==> src/rtl/demux_1x2_sched.sv <==
// Scheduler for the 1-to-2 demux path: routes each accepted word to one of two holding registers.
// Optional per-channel delivery counters are enabled with `DEMUX_SCHED_COUNT_EN.
module demux_1x2_sched #(
    parameter int DATA_W = 8,
    parameter int CNT_W  = 16
) (
    input  logic              clk,
    input  logic              rst_n,
    input  logic              in_valid,
    output logic              in_ready,
    input  logic [DATA_W-1:0] in_data,
    input  logic              in_dest,
    input  logic              mode,
    output logic              out1_valid,
    input  logic              out1_ready,
    output logic [DATA_W-1:0] out1_data,
    output logic              out2_valid,
    input  logic              out2_ready,
    output logic [DATA_W-1:0] out2_data,
`ifdef DEMUX_SCHED_COUNT_EN
    output logic [CNT_W-1:0]  count1,
    output logic [CNT_W-1:0]  count2,
`endif
    output logic              sel,
    output logic              e,
    output logic              state_dbg
);

    // Handshake: a word moves when valid & ready are both high at a rising edge;
    // ready never depends on valid, and a held output stays stable until taken.
    typedef enum logic {
        RUN   = 1'b0,
        FLUSH = 1'b1
    } state_t;

    state_t state;
    logic   mode_q;
    logic   ptr;
    logic   free1;
    logic   free2;
    logic   load1;
    logic   load2;

    always_comb begin
        sel      = mode_q ? in_dest : ptr;
        // A full channel being drained this cycle can take a new word (pass-through refill).
        free1    = !out1_valid || out1_ready;
        free2    = !out2_valid || out2_ready;
        in_ready = (state == RUN) && (mode == mode_q) && (sel ? free2 : free1);
        e        = in_valid && in_ready;
        load1    = e && !sel;
        load2    = e && sel;
    end

    assign state_dbg = logic'(state);

    always_ff @(posedge clk or negedge rst_n) begin
        if (!rst_n) begin
            state      <= RUN;
            mode_q     <= 1'b0;
            ptr        <= 1'b0;
            out1_valid <= 1'b0;
            out2_valid <= 1'b0;
            out1_data  <= '0;
            out2_data  <= '0;
        end else begin
            case (state)
                RUN: begin
                    if (mode != mode_q)
                        state <= FLUSH;
                end
                FLUSH: begin
                    // Mode is sampled only once both channels are empty, so a revert mid-flush is harmless.
                    if (!out1_valid && !out2_valid) begin
                        state  <= RUN;
                        mode_q <= mode;
                        ptr    <= 1'b0;
                    end
                end
                default: state <= RUN;
            endcase

            if (e && !mode_q)
                ptr <= ~ptr;

            if (load1) begin
                out1_data  <= in_data;
                out1_valid <= 1'b1;
            end else if (out1_valid && out1_ready) begin
                out1_valid <= 1'b0;
            end

            if (load2) begin
                out2_data  <= in_data;
                out2_valid <= 1'b1;
            end else if (out2_valid && out2_ready) begin
                out2_valid <= 1'b0;
            end
        end
    end

`ifdef DEMUX_SCHED_COUNT_EN
    always_ff @(posedge clk or negedge rst_n) begin
        if (!rst_n) begin
            count1 <= '0;
            count2 <= '0;
        end else begin
            if (load1)
                count1 <= count1 + 1'b1;
            if (load2)
                count2 <= count2 + 1'b1;
        end
    end
`endif

endmodule

==> config.mk <==
export PLATFORM = sky130hd
export DESIGN_NAME = demux_1x2_sched
export DESIGN_NICKNAME = d
export VERILOG_FILES = /design/src/rtl/demux_1x2_sched.sv
export SDC_FILE = /design/constraint.sdc
export NUM_CORES = 1
export LEC_CHECK = 0
export CAP_MARGIN = 30
export CORE_MARGIN = 10
export CORE_UTILIZATION = 37
export CTS_CLUSTER_DIAMETER = 100
export DETAILED_ROUTE_END_ITERATION = 8
export PLACE_DENSITY = 0.73
export SYNTH_ARGS = -nofsm -noshare
export SYNTH_HDL_FRONTEND = slang
export SYNTH_SLANG_ARGS = --single-unit
==> constraint.sdc <==
create_clock -name clk -period 1.7 [get_ports clk]
set_input_delay 0.255 -clock clk [delete_from_list [all_inputs] [get_ports clk]]
set_output_delay 0.255 -clock clk [all_outputs]
set_load 0.02 [all_outputs]
==> summary.md, run 1 <==
| Metric | Value |
|---|---|
| Status | `complete, but fails checks` |
| Failing checks | `setup timing` |
| Starting density of the core | `39.69%` |
| Hold buffer count at cts | `0` |
| Setup crit start | `mode_q` |
| Largest net degree at the start of global routing | `22` |
| CP Max Fanout | `2` |
| P&R area growth vs syn | `59.69%` |
| Chip Height | `around 69 um` |
| Yosys top cell area share | `roughly three fifths` |
| FF-to-FF path depth | `6` |
| Routed WL per cell | `15.36 um` |
| CTS sink cnt | `21` |
| #FFs+latches synth | `21` |
| Mapped Cells | `62` |
| GRT Total Usage | `9.167%` |
| Final Skew | `0.01360 ns` |
| DRT iter0 DRCs | `9` |
| Synth async-reset ratio | `between 90% and 100%` |
| Total Wirelength | `around 2200 um` |
| Leak Pwr | `0.6587 nW` |
| Final GP Congestion | `approximately 0.78` |
| Setup-failing EPs final | `10` |
| Yosys top cell by area | `dfrtp_1` |
| PnR Total Power | `~2.7 mW` |
| Top_reg_cell synth | `dfrtp_1` |
| Netlist cell types | `21` |
| Worst setup margin | `-0.1192 ns` |
| Syn_area_per_cell | `around 15 um2` |
| Clk Latency, worst-skew pair | `~0.31 ns` |
| Cell Pwr Density | `~1900 nW/um2` |
| CTS H-Tree Depth | `1` |
| Final hold viol count | `0` |
| Synth top cells by count | `dfrtp_1 (21), mux2_2 (17), nand2b_1 (4)` |
| Final Critical Period | `1.819 ns` |
| Fmax | `around 550 MHz` |
| Most common cell in the netlist | `dfrtp_1` |
| Fin util | `63.39%` |
| First-pass GRT wire length | `about 3700 um` |
| FILL cells | `185` |
| Drt first pass iters | `4` |
| Crit share post-route | `107.0%` |
| Crit start category | `flip-flop` |
| Clk pin slew, worst setup/hold paths | `~0.12 ns` |
| CTS buffer count | `3` |
| Final setup TNS | `-0.8048 ns` |
| Critical Path Sink Type | `primary output` |
| Maximum VDD drop | `~1100 uV` |
| Antenna violations before repair | `0` |
| Total Nets Final | `131` |
| Register area share after synthesis | `58.17%` |
| Io pins | `37` |
| Placement row count | `17` |
| N_diodes | `0` |
| Critical R2R Capture | `out2_data[7]` |
| Req. time, crit path | `1.44 ns` |
| Fraction of layout cells with a size suffix above 1 | `a little under two fifths` |
| Critical Path Sink | `e` |
| Reg-to-Reg Start | `mode_q` |
| DR vias/cell | `about 4.7` |
| Vias after detailed routing | `between 600 and 700` |
| Yosys Warn Count | `0` |
| Area post-placement | `around 1400 um2` |
| Total grt overflow | `0` |
| Fin area | `about 1400 um2` |
| Hold WC Path Type | `primary input to asynchronous set/reset pin` |
| WP data arrival | `about 1.6 ns` |
| Die area | `roughly 4800 um2` |
| WS Path Type | `flip-flop to primary output` |
| Max-cap viol count | `0` |
| Slew Limit Headroom | `between 70 and 80%` |
| CTS tree | `yes` |
| Internal reg-to-reg setup slack | `-0.09 ns` |
| Unrepaired setup endpoints after global routing | `yes` |
| Slew Limit Fails | `0` |
| Synthesized area | `903.4 um2` |
| DRC | `0` |
| ANT nets after route | `0` |
| Chip Width | `69.41 um` |
| Core Area | `about 2300 um2` |
| CTS root buf | `clkbuf_4` |
| Main area contributors after synthesis | `dfrtp_1 (58%), mux2_2 (21%), nand2b_1 (2.8%)` |
| Mapped Nets | `between 70 and 80` |
| Maximum root-to-sink buffer count | `2` |
| Vias in the first global route | `just under 800` |
| Port Buffer Count | `36` |
| Slew of the pin with the lowest slew margin | `about 0.36 ns` |
| Number of flops mapped to enable cells by yosys | `0` |
==> registers in the layout, summed over array words and instances, names as in the netlist <==
signal and cells:
mode_q 1, out1_data 8, out1_valid 1, out2_data 8
out2_valid 1, ptr 1, state_dbg 1
==> report_power, final <==
part,switching [mW],internal [mW]
Sequential,0.131,0.740
Clock,0.151,0.0880
Combinational,0.725,0.876
Total,1.01,1.70
==> worst max-delay path, cell delays in order (launching register included) <==
cell,delay [ns]
dfrtp_1,0.39
mux2i_2,0.26
mux2i_1,0.27
and3b_1,0.22
buf_6,0.13
==> routing by layer <==
metal / vias to the layer above / GRT usage [%] / wire length, um
met2: 30 / 13.61 / 924
met5: - / 0 / 0
li1: 327 / - / -
met3: 5 / 4.993 / 246
met1: 316 / 10.06 / 977
met4: 0 / 5.322 / 48
==> worst min-delay path by stage <==
stage	start	endpoint	slack [ns]	depth (start not counted)
after floorplan	rst_n	mode_q	-0.04	0
after global placement	out1_data[7]	out1_data[7]	0.49	1
after detailed placement	out1_data[5]	out1_data[5]	0.49	1
after CTS	rst_n	out2_data[1]	0.27	2
after global routing	rst_n	out2_data[5]	0.28	2
final	rst_n	out2_data[5]	0.27	2
==> per-stage QoR <==
step / worst slack, ns / std cells / hold slack [ns]
final: -0.1192 / 143 / 0.2690
after global routing: -0.2107 / 143 / 0.2788
after CTS: -0.1319 / 142 / 0.2734
after detailed placement: -0.4307 / 137 / 0.4929
after global placement: -0.3640 / 137 / 0.4867
after floorplan: 0.03218 / 62 / -0.04059
==> cells in the final DEF, fill, tap and decap left out, drive strengths merged, types with 2 or more instances in the layout <==
| master | instances |
|---|---|
| nand2b | 4 |
| nor2 | 2 |
| dfrtp | 21 |
| nor4 | 2 |
| clkbuf | 3 |
| buf | 17 |
| dlymetal6s2s | 2 |
| nor2b | 2 |
| mux2i | 2 |
| clkdlybuf4s50 | 31 |
| mux2 | 17 |
==> cell families (layout without fill, tap and decap cells) <==
logic type	after synthesis	count (layout)	share of synthesized area (%)
flops	21	21	58.17
mux	19	19	23.82
buf+inv	2	55	1.662
simple gates	17	17	13.43
xor+xnor	2	2	1.939
compound gates	1	1	0.9697
==> repair_timing <==
action / in CTS / in global routing
gates resized for setup: 15 / 5
setup buffers: 1 / 1
endpoints found under the setup margin: 11 / 13
pin swaps: 0 / 1
hold endpoints to repair: 0 / 0
==> layout make-up <==
class                           count  area [um2]  area share [%]
Sequential cell                    21       525.5           36.43
Timing Repair Buffer               50       480.5           33.30
Multi-Input combinational cell     39       370.4           25.67
Tap cell                           28       35.03           2.428
Clock buffer                        3       22.52           1.561
Clock inverter                      1       5.005          0.3469
Inverter                            1       3.754          0.2602
(Power assumes the default switching activity.)
==> run 2, diff against run 1 <==
==> constraint.sdc (replaced) <==
create_clock -name clk -period 1.7 [get_ports clk]
set_input_delay 0.255 -clock clk [delete_from_list [all_inputs] [get_ports clk]]
set_output_delay 0.255 -clock clk [all_outputs]
set_load 0.005 [all_outputs]
==> summary.md, run 2 (same netlist as run 1, synthesis figures left out) <==
| Metric | Value |
|---|---|
| Status | `complete, but fails checks` |
| Failing checks | `setup timing` |
| Setup-failing EPs final | `10 (unchanged)` |
| Fmax | `550.5 MHz (+0.14%)` |
| CTS H-Tree Depth | `1 (unchanged)` |
| Sw Pwr | `741.2 uW (-26%)` |
| Crit share post-route | `106.9% (-0.15 points)` |
| Req. time, crit path | `1.88 ns (+0.44 ns)` |
| Total grt overflow | `0 (unchanged)` |
| Most frequent cells in the layout | `clkdlybuf4s50_1 (33), dfrtp_1 (21), mux2_2 (15)` |
| Antenna violations before repair | `0 (unchanged)` |
| Leak Pwr | `0.6445 nW (-2.2%)` |
| Core Area | `2276 um2 (unchanged)` |
| Dpl hpwl | `1726 um` |
| Sw Ratio | `29.73% (-7.4 points)` |
| Part of the power in registers | `35.3% (+3.2 points)` |
| Final hold viol count | `0 (unchanged)` |
| WS Path Type | `primary input to flip-flop` |
| Io pins | `37 (unchanged)` |
| Chip Width | `69.41 um (unchanged)` |
| Max-cap viol count | `0 (unchanged)` |
| CP Max Fanout | `9 (+7)` |
| Non-Filler Instances | `144 (+0.70%)` |
| WP data arrival | `2.00 ns (+0.44 ns)` |
| CTS sink cnt | `21 (unchanged)` |
| Routed WL per cell | `15.76 um (+2.6%)` |
| Gate power share | `55.6% (-3.5 points)` |
| Fin util | `64.82% (+1.4 points)` |
| Total Nets Final | `132 (+0.76%)` |
| Chip Height | `69.41 um (unchanged)` |
| Clk Latency, worst-skew pair | `0.29 ns (-0.02 ns)` |
| Hold buffer count at cts | `0 (unchanged)` |
| Die area | `4818 um2 (unchanged)` |
| Final GP Congestion | `0.7573 (-2.8%)` |
| Largest net degree at the start of global routing | `22 (unchanged)` |
| Area occupied by multi-input gates | `405.4 um2 (+9.5%)` |
| Placement row count | `17 (unchanged)` |
| Clock power frac | `9.1% (+0.3 points)` |
| Slew Limit Fails | `0 (unchanged)` |
| Crit start category | `primary input` |
| N_diodes | `0 (unchanged)` |
| DRT iter0 DRCs | `31 (+22)` |
| Port Buffer Count | `36 (unchanged)` |
| Final Skew | `0.001909 ns (-0.01169 ns)` |
| DR vias/cell | `4.653 (-1.9%)` |
| WHS | `0.2865 ns (+0.01756 ns)` |
| Leading cell type in the layout, fill and taps excluded | `clkdlybuf4s50_1` |
| FILL cells | `182 (-1.6%)` |
| Critical Path Sink Type | `flip-flop` |
| ANT nets after route | `0 (unchanged)` |
| First-pass GRT wire length | `3746 um (+1.9%)` |
| Sequential cell area | `525.5 um2 (unchanged)` |
| Starting density of the core | `39.69% (unchanged)` |
| Total Wirelength | `2269 um (+3.3%)` |
| Maximum VDD drop | `1036 uV (-1.7%)` |
| Dpl cells | `134 (-2.2%)` |
| Maximum root-to-sink buffer count | `2 (unchanged)` |
| Cell Pwr Density | `1690 nW/um2 (-10%)` |
| CTS root buf | `clkbuf_4` |
| Hold WC Path Type | `primary input to asynchronous set/reset pin` |
| CTS buffer count | `3 (unchanged)` |
| Internal power | `1.752 mW (+2.8%)` |
| DRC | `0 (unchanged)` |
| Biggest regs | `out1_data: 8 flops, out2_data: 8 flops` |
| Worst setup margin | `-0.1166 ns (+0.002536 ns)` |
| PnR Total Power | `2.493 mW (-8.1%)` |
| P&R area growth vs syn | `63.30%` |
| Unrepaired setup endpoints after global routing | `yes` |
| Final Critical Period | `1.817 ns (-0.002536 ns)` |
| Vias after detailed routing | `670 (-1.2%)` |
| Clk pin slew, worst setup/hold paths | `0.11 ns (about the same)` |
| GRT Total Usage | `9.202% (+0.034 points)` |
| Fraction of layout cells with a size suffix above 1 | `37.07% (-0.32 points)` |
| Final setup TNS | `-1.013 ns (-0.2084 ns)` |
| Slew of the pin with the lowest slew margin | `0.3380 ns (-0.01814 ns)` |
| Vias in the first global route | `777 (-0.38%)` |
| Drt first pass iters | `4 (unchanged)` |
| CTS tree | `yes` |
| Slew Limit Headroom | `77.42% (+1.2 points)` |
[run 2: cell count changes in the layout (fill, tap and decap cells not counted), sizes merged]
cell,previous run,this run
clkdlybuf4s15,0,1
clkdlybuf4s50,31,33
clkbuf,3,4
clkinv,1,0
dlymetal6s2s,2,0
[run 2: timing repair]
action	CTS	global route
pin swaps	1	2
gates resized for setup	13	4
endpoints found under the setup margin	11	19
setup buffers	5	1
gates cloned	0	0
[run 2: worst max-delay path, cell delays in order]
cell and delay (ns):
clkdlybuf4s50_1 0.65, xor2_2 0.15, buf_4 0.17, nor4_4 0.25, buf_6 0.18, mux2_2 0.34
[run 2: power by group through the flow]
| stage | Sequential, mW | Clock [mW] | Combinational, mW |
|---|---|---|---|
| 2_1_floorplan | 0.894 | 0 | 0.494 |
| 3_5_place_dp | 0.899 | 0 | 1.24 |
| 6_report | 0.881 | 0.226 | 1.39 |
| 4_1_cts | 0.885 | 0.238 | 1.33 |
| 3_3_place_gp | 0.885 | 0 | 1.23 |
| 5_1_grt | 0.918 | 0.261 | 1.49 |
[run 2: stage by stage]
stage / setup WS (ns) / instance area [um2]
global route: -0.1940 / 1475
CTS: -0.09942 / 1439
floorplan: 0.03218 / 903.4
finish: -0.1166 / 1475
global placement: -0.3030 / 1368
detailed placement: -0.3609 / 1368
[run 2: layer usage]
metal | part of all wire, % | GRT usage (%) | up-vias | wire length [um]
li1 | - | - | 324 | -
met5 | 0 | 0 | - | 0
met1 | 44 | 10.24 | 315 | 1005
met3 | 12 | 4.993 | 2 | 261
met4 | 0.35 | 3.326 | 0 | 8
met2 | 44 | 14.42 | 29 | 994
[run 2: worst paths after layout]
check / from / endpoint / slack, ns / cells past startpoint
max in group asynchronous: rst_n / out1_data[0] / 1.21 / 2
max reg2reg: mode_q / out2_data[7] / -0.10 / 6
min: rst_n / out2_data[5] / 0.29 / 2
min reg2reg: out1_data[2] / out1_data[2] / 0.52 / 1
max: mode / out2_data[7] / -0.12 / 6
min in group clk: out1_data[2] / out1_data[2] / 0.52 / 1
[run 2: final cells by class]
class                           count  area share, %
Tap cell                           28          2.375
Clock buffer                        4          1.781
Inverter                            1         0.2545
Timing Repair Buffer               51          32.49
Multi-Input combinational cell     39          27.48
Sequential cell                    21          35.62
